$ cat config.mk
export PLATFORM = sky130hd
export DESIGN_NAME = mmio_uart
export DESIGN_NICKNAME = d
export VERILOG_FILES = /design/src/rtl/mmio_uart_pkg.sv /design/src/rtl/mmio_uart_fifo.sv /design/src/rtl/mmio_uart.sv
export SDC_FILE = /design/constraint.sdc
export NUM_CORES = 1
export LEC_CHECK = 0
export ABC_CLOCK_PERIOD_IN_PS = 4400
export CAP_MARGIN = 15
export CORE_MARGIN = 1.5
export CORE_UTILIZATION = 50
export DETAILED_ROUTE_END_ITERATION = 7
export DONT_BUFFER_PORTS = 1
export PLACE_DENSITY = 0.71
export REMOVE_ABC_BUFFERS = 1
export SETUP_SLACK_MARGIN = 0.1
export SLEW_MARGIN = 15
export SYNTH_ARGS = -nofsm -noshare
export SYNTH_HDL_FRONTEND = slang
export SYNTH_SLANG_ARGS = --single-unit
export TNS_END_PERCENT = 30
$ cat constraint.sdc
create_clock -name clock -period 4.4 [get_ports clock]
set_input_delay 0.22 -clock clock [delete_from_list [all_inputs] [get_ports clock]]
set_output_delay 0.22 -clock clock [all_outputs]
set_load 0.05 [all_outputs]
$ cat src/rtl/mmio_uart_pkg.sv
// Shared constants and types for the memory-mapped UART bridge.
// Register offsets, STATUS bit positions and the TX state encoding.
package mmio_uart_pkg;

   localparam logic [3:0] UART_TXDATA_OFF = 4'h0;
   localparam logic [3:0] UART_STATUS_OFF = 4'h8;

   localparam int STAT_EMPTY_BIT = 0;
   localparam int STAT_FULL_BIT  = 1;
   localparam int STAT_OVF_BIT   = 2;
   localparam int STAT_BUSY_BIT  = 3;
   localparam int STAT_COUNT_LSB = 8;

   typedef enum logic [1:0] {
      IDLE = 2'd0,
      SEND = 2'd1,
      GAP  = 2'd2
   } txState_e;

endpackage

$ cat src/rtl/mmio_uart_fifo.sv
// Synchronous FIFO with extra-MSB pointers; full/empty/count derive from
// the pointer difference. DEPTH must be a power of two, at least 2.
module mmio_uart_fifo #(
   parameter int DEPTH = 8,
   parameter int WIDTH = 8
) (
   input  logic                       clock,
   input  logic                       reset,
   input  logic                       push_i,
   input  logic                       pop_i,
   input  logic [WIDTH-1:0]           data_i,
   output logic [WIDTH-1:0]           data_o,
   output logic                       full_o,
   output logic                       empty_o,
   output logic [$clog2(DEPTH):0]     count_o
);

   localparam int AW = $clog2(DEPTH);

   logic [AW:0]      wrPtr_q, wrPtr_d;
   logic [AW:0]      rdPtr_q, rdPtr_d;
   logic [WIDTH-1:0] mem_q [DEPTH];
   logic             doPush;
   logic             doPop;

   assign full_o  = (wrPtr_q[AW] != rdPtr_q[AW]) && (wrPtr_q[AW-1:0] == rdPtr_q[AW-1:0]);
   assign empty_o = (wrPtr_q == rdPtr_q);
   assign count_o = wrPtr_q - rdPtr_q;
   assign data_o  = mem_q[rdPtr_q[AW-1:0]];

   // Full/empty are judged on the pre-edge pointers, so a push into a full
   // FIFO is refused even if a pop happens in the same cycle.
   assign doPush = push_i && !full_o;
   assign doPop  = pop_i && !empty_o;

   always_comb begin
      wrPtr_d = wrPtr_q;
      rdPtr_d = rdPtr_q;
      if (doPush) wrPtr_d = wrPtr_q + (AW+1)'(1);
      if (doPop)  rdPtr_d = rdPtr_q + (AW+1)'(1);
   end

   always_ff @(posedge clock) begin
      if (reset) begin
         wrPtr_q <= '0;
         rdPtr_q <= '0;
      end else begin
         wrPtr_q <= wrPtr_d;
         rdPtr_q <= rdPtr_d;
      end
   end

   always_ff @(posedge clock) begin
      if (doPush) mem_q[wrPtr_q[AW-1:0]] <= data_i;
   end

endmodule

$ cat src/rtl/mmio_uart.sv
// MMIO UART bridge: TXDATA/RXDATA at +0x0, STATUS at +0x8, paced TX output.
// Define MMIO_UART_RX_EN to include the RX request path.
module mmio_uart
   import mmio_uart_pkg::*;
#(
   parameter logic [63:0] BASE_ADDR  = 64'h1000_0000,
   parameter int          FIFO_DEPTH = 8,
   parameter int          CHAR_GAP   = 4
) (
   input  logic        clock,
   input  logic        reset,
   input  logic        io_dmem_en,
   input  logic [63:0] io_dmem_addr,
   input  logic        io_dmem_wen,
   input  logic [63:0] io_dmem_wdata,
   output logic        io_dmem_hit,
   output logic [63:0] io_dmem_rdata,
   output logic        io_uart_out_valid,
   output logic [7:0]  io_uart_out_ch,
   output logic        io_uart_in_valid,
   input  logic [7:0]  io_uart_in_ch
);

   localparam int CW    = $clog2(FIFO_DEPTH) + 1;
   localparam int GAP_W = (CHAR_GAP > 0) ? $clog2(CHAR_GAP + 1) : 1;

   txState_e         state_q, state_d;
   logic [GAP_W-1:0] gapCnt_q, gapCnt_d;
   logic [7:0]       ch_q, ch_d;
   logic [63:0]      rdata_q, rdata_d;
   logic             overflow_q, overflow_d;

   logic             access;
   logic [3:0]       offset;
   logic             txWrite;
   logic             statWrite;
   logic             fifoPop;
   logic             fifoFull;
   logic             fifoEmpty;
   logic [7:0]       fifoData;
   logic [CW-1:0]    fifoCount;
   logic [63:0]      statusWord;
   logic [63:0]      rxWord;
   logic             unusedWdata;

   assign io_dmem_hit = (io_dmem_addr[63:4] == BASE_ADDR[63:4]);
   assign access      = io_dmem_en && io_dmem_hit;
   assign offset      = io_dmem_addr[3:0];
   assign txWrite     = access && io_dmem_wen && (offset == UART_TXDATA_OFF);
   assign statWrite   = access && io_dmem_wen && (offset == UART_STATUS_OFF);
   assign unusedWdata = ^{io_dmem_wdata[63:8], io_dmem_wdata[1:0], io_dmem_wdata[7:3]};

`ifdef MMIO_UART_RX_EN
   assign io_uart_in_valid = access && !io_dmem_wen && (offset == UART_TXDATA_OFF);
   assign rxWord           = {56'b0, io_uart_in_ch};
`else
   logic unusedRxCh;
   assign io_uart_in_valid = 1'b0;
   assign rxWord           = '0;
   assign unusedRxCh       = ^io_uart_in_ch;
`endif

   mmio_uart_fifo #(
      .DEPTH (FIFO_DEPTH),
      .WIDTH (8)
   ) txFifo (
      .clock   (clock),
      .reset   (reset),
      .push_i  (txWrite),
      .pop_i   (fifoPop),
      .data_i  (io_dmem_wdata[7:0]),
      .data_o  (fifoData),
      .full_o  (fifoFull),
      .empty_o (fifoEmpty),
      .count_o (fifoCount)
   );

   always_comb begin
      statusWord                         = '0;
      statusWord[STAT_EMPTY_BIT]         = fifoEmpty;
      statusWord[STAT_FULL_BIT]          = fifoFull;
      statusWord[STAT_OVF_BIT]           = overflow_q;
      statusWord[STAT_BUSY_BIT]          = (state_q != IDLE);
      statusWord[STAT_COUNT_LSB +: 8]    = 8'(fifoCount);
   end

   // Read data is only updated by hit reads and otherwise holds its value.
   always_comb begin
      rdata_d = rdata_q;
      if (access && !io_dmem_wen) begin
         case (offset)
            UART_TXDATA_OFF: rdata_d = rxWord;
            UART_STATUS_OFF: rdata_d = statusWord;
            default:         rdata_d = '0;
         endcase
      end
   end

   // A dropped push and a clear in the same cycle leave overflow set.
   always_comb begin
      overflow_d = overflow_q;
      if (statWrite && io_dmem_wdata[STAT_OVF_BIT]) overflow_d = 1'b0;
      if (txWrite && fifoFull)                      overflow_d = 1'b1;
   end

   always_comb begin
      state_d  = state_q;
      gapCnt_d = gapCnt_q;
      ch_d     = ch_q;
      fifoPop  = 1'b0;
      case (state_q)
         IDLE: begin
            if (!fifoEmpty) begin
               fifoPop = 1'b1;
               ch_d    = fifoData;
               state_d = SEND;
            end
         end
         SEND: begin
            gapCnt_d = '0;
            state_d  = (CHAR_GAP > 0) ? GAP : IDLE;
         end
         GAP: begin
            if (gapCnt_q == GAP_W'(CHAR_GAP - 1)) begin
               gapCnt_d = '0;
               state_d  = IDLE;
            end else begin
               gapCnt_d = gapCnt_q + GAP_W'(1);
            end
         end
         default: state_d = IDLE;
      endcase
   end

   always_ff @(posedge clock) begin
      if (reset) begin
         state_q    <= IDLE;
         gapCnt_q   <= '0;
         ch_q       <= '0;
         rdata_q    <= '0;
         overflow_q <= 1'b0;
      end else begin
         state_q    <= state_d;
         gapCnt_q   <= gapCnt_d;
         ch_q       <= ch_d;
         rdata_q    <= rdata_d;
         overflow_q <= overflow_d;
      end
   end

   assign io_dmem_rdata     = rdata_q;
   assign io_uart_out_valid = (state_q == SEND);
   assign io_uart_out_ch    = ch_q;

endmodule
==> impl.org <==
** Floorplan
- The die covers about 9400 µm².
- Core region area :: around 8600 µm²
- DIE WIDTH :: approximately 97 µm
- Starting density of the core :: 0.513
- Die height :: between 90 and 100 µm
- Row cnt :: 34
- Number of ports placed on the die boundary :: roughly 220

** Setup path
- CP required :: 4.47 ns
- In this run the worst path has a maximum fanout of 10.
- The worst setup path is captured at a register.
- For the worst setup path, the data arrival time is roughly 3.0 ns.
- The critical path is of the reg2reg type.
- Kind of start point of the critical path :: register
- In this run the register-to-register setup slack is between 1 and 1.5 ns.

** Detailed routing
- The final layout contains routed wiring with a total length of between 8 and 9 mm.
- Residual antenna-violating net count after detailed routing :: 0
- Number of vias per cell after detailed routing :: 5.51
- In this run, the number of DRC markers left after iteration 0 of detailed routing was about 160.
- First-pass DRT Iterations :: 4
- DR WL/cell :: approximately 17 µm
- Detailed routing inserted a total of roughly 2600 vias.
- Number of DRC violations after detailed routing :: 0

** GRT
- Summed over all layers, the global routing overflow is 0.
- Vias in the first global route :: 2478
- Antenna violations before repair :: 0
- Largest net degree at the start of global routing :: 31
- In the global route stage, overall resource usage came out at 0.181.
- First-pass GRT wire length :: 12.9 mm

** Hold path
- Hold Path Class :: in2reg

** Clocking
- Worst-case clock buffer depth :: 2
- Gates resized during post-CTS repair numbered 0.
- Setup fix buffers added after clock tree synthesis :: 0
- Cell at the root of the clock tree :: sky130_fd_sc_hd__clkbuf_8
- Clock latency on the worst-skew pair, taken at its later pin, is 0.37 ns.
- The clock tree synthesis step divided the H-tree into 3 levels.
- CTS hold repair buffers :: 9
- Reg clk slew, reported paths :: approximately 0.11 ns
- The number of clock buffers added by TritonCTS is 9.
- For this design, the sink count on the clock tree is 94.
- Clock tree from TritonCTS :: yes

** Power
- Of the total power, the share spent switching nets is 0.359.
- Static Leakage :: 0.00156 µW
- Summed over all nets, the switching power comes to between 700 and 800 µW.
- Across the VDD grid, the largest voltage drop is 0.000271 V.
- Flop pwr share :: 0.528
- Power density over the cells :: 459 nW/µm²
- Of the total power, combinational logic draws 0.218.
- Internal power :: around 1400 µW
- Part of the total power dissipated in the clock network :: 0.254

** Final layout
- Share of cells above drive strength 1 :: 0.143
- At the end of the flow, the number of nets in the layout was approximately 520.
- The layout has approximately 710 filler cells.
- The number of antenna diodes in the final layout is 0.
- Layout overhead on the synthesized area :: 5.34%

** Logic synthesis
- Post-synthesis share of cell area spent on xor and xnor gates :: 0.0138
- Compound-gate portion of the synthesized area :: 0.0622
- Post-synthesis mux area share :: 0.0859
- For this run, the register share of the synthesized area comes to 0.570.
- Most frequently used cell type in the post-synthesis netlist :: sky130_fd_sc_hd__edfxtp_1
- By area, the combinational part of the netlist is dominated by buffers and inverters.
- The largest total area in the synthesized netlist belongs to sky130_fd_sc_hd__edfxtp_1.
- Number of distinct library cells after synthesis :: between 40 and 50
- The most used flip-flop cell after synthesis is sky130_fd_sc_hd__edfxtp_1.
- Synthesized instance count :: between 300 and 400
- After synthesis the netlist holds a flip-flop and latch count of 94.
- Top-area cell type share of the netlist area :: 0.434
- Of the total synthesized cell area, the portion taken by full adders, half adders and majority gates is 0.0300.
- Cell area after technology mapping :: 4430 µm²
- In this run, synthesis inferred 64 flip-flops with an integrated enable.
- The Yosys step of the flow raised 0 warnings.
- Counting flops with an async set or reset pin after synthesis yields a share of 0.
- Top cell types by occurrence after synthesis :: 64 x sky130_fd_sc_hd__edfxtp_1, 57 x sky130_fd_sc_hd__buf_4, 30 x sky130_fd_sc_hd__dfxtp_1, 20 x sky130_fd_sc_hd__nand2_1
- Averaged over all synthesized cells, the footprint is 12.7 µm².
- Top cells by area in the synthesized netlist :: sky130_fd_sc_hd__edfxtp_1 43%, sky130_fd_sc_hd__dfxtp_1 14%, sky130_fd_sc_hd__buf_4 9.7%, sky130_fd_sc_hd__mux4_2 8.1%, sky130_fd_sc_hd__ha_1 2.5%
- Of the total synthesized cell area, the portion taken by AND, OR, NAND and NOR gates is 0.117.

** Timing
- The number of hold violations in the final report came to 0.
- Sum of negative setup slack :: 0 ns
- Setup clock skew after layout :: roughly 0.017 ns
- Crit share post-route :: 0.676
- Setup repair after global routing missed its margin :: false
- Remaining max-slew budget at the tightest pin :: 0.618
- The count of final max-slew check failures is 0.
- Max Clock Freq :: ~0.34 GHz
- Setup violations remaining at the end of the flow were counted as 0.
- Min Clock Period, post-route :: 2.97 ns
- Post-layout worst setup margin :: between 1 and 1.5 ns
- For the pin with the worst max-slew slack, the measured transition is ~0.57 ns.

** Placed design
- OpenSTA, run right after detailed placement, puts the worst setup slack at between 1 and 1.5 ns.
- Final weighted congestion in routability-driven placement :: roughly 0.73
- Post-detailed-placement half-perimeter wirelength :: approximately 5.4 mm
- Count of buffers from port buffering :: 0

** Outcome
- The flow ran to the end, and the final reports show no timing, DRC or antenna violations.

** Flow run
- Max-capacitance violation count :: 0
sequential cells by signal (all words and copies together) (netlist names):
| name | cells |
|---|---|
| io_uart_out_ch | 8 |
| txFifo.mem_q | 64 |
| txFifo.wrPtr_q | 4 |
| state_q | 2 |
| overflow_q | 1 |
| txFifo.rdPtr_q | 4 |
| io_dmem_rdata | 8 |
| gapCnt_q | 3 |
through the flow:
stage                     utilization  instances  total power [µW]  hold WS, ns  instance area [µm²]
after CTS                       0.540        478              2160       0.0397                 4660
after floorplan                     -        334              1520        0.289                 4150
final                           0.540        478              2140       0.0488                 4660
after global routing            0.540        478              2240       0.0810                 4660
after detailed placement        0.507        453              1600        0.293                 4380
after global placement          0.507        453              1600        0.293                 4380
cells by family (layout without fill, tap and decap cells):
group | after synthesis | after routing
compound gates | 44 | 44
buf+inv | 83 | 49
mux | 18 | 18
xor+xnor | 7 | 7
flops | 94 | 94
fa+ha+maj | 10 | 10
simple gates | 91 | 91
other cells | 1 | 57
final timing paths:
| kind | start | depth (start not counted) | endpoint |
|---|---|---|---|
| worst max-delay path | txFifo.rdPtr_q[2] | 7 | txFifo.mem_q[0][4] |
| worst min-delay path | reset | 3 | io_dmem_rdata[11] |
| worst max register to register | txFifo.rdPtr_q[2] | 7 | txFifo.mem_q[0][4] |
| worst min register to register | gapCnt_q[2] | 2 | gapCnt_q[2] |
metal layers:
metal	GRT usage	vias up	wire length, µm
met5	0	-	0
met4	0.0502	0	69
met3	0.0640	7	666
met2	0.279	111	3970
met1	0.243	1288	3570
li1	-	1230	-
area by class of cell:
| cell class | instances | area, µm² | share of cell area |
|---|---|---|---|
| Clock buffer | 9 | 124 | 0.0266 |
| Clock inverter | 7 | 63.8 | 0.0137 |
| Inverter | 13 | 48.8 | 0.0105 |
| Multi-Input combinational cell | 227 | 1590 | 0.340 |
| Sequential cell | 94 | 2520 | 0.541 |
| Tap cell | 108 | 135 | 0.0290 |
| Timing Repair Buffer | 20 | 183 | 0.0392 |
critical path: stages (launching register included):
cell and delay (ns):
sky130_fd_sc_hd__dfxtp_1 0.66, sky130_fd_sc_hd__inv_2 0.24, sky130_fd_sc_hd__ha_1 0.43, sky130_fd_sc_hd__nand4_1 0.19, sky130_fd_sc_hd__nor2b_1 0.35, sky130_fd_sc_hd__nand2_1 0.25, sky130_fd_sc_hd__nor4_1 0.29, sky130_fd_sc_hd__buf_4 0.26
cell usage in the layout (no fill, tap or decap), drive strengths merged:
master and n:
edfxtp 64, conb 57, dfxtp 30, nor4 21, nand2 20, nor2 17
inv 17, mux4 16, a21oi 15, o21ai 12, buf 12, ha 9
clkbuf 9, a311oi 8, dlygate4sd3 8, or4 8, nand4 7, nand3 6
xnor2 4, xor2 3, nor2b 3, nor3 2, nand2b 2, or3 2
mux2i 2, o31ai 2, clkinv 2, nor4b 1, nand4b 1, a41oi 1
a31o 1, a211oi 1, or2 1, a21o 1, o41ai 1, o22ai 1
a21boi 1, fa 1, clkinvlp 1
power groups by stage:
stage          Sequential, µW  Clock, µW  Combinational, µW
4_1_cts                  1130        557                471
3_5_place_dp             1150          0                452
2_1_floorplan            1170          0                354
5_1_grt                  1140        589                515
3_3_place_gp             1150          0                444
6_report                 1130        545                467
Power figures use the tool's default switching activity.
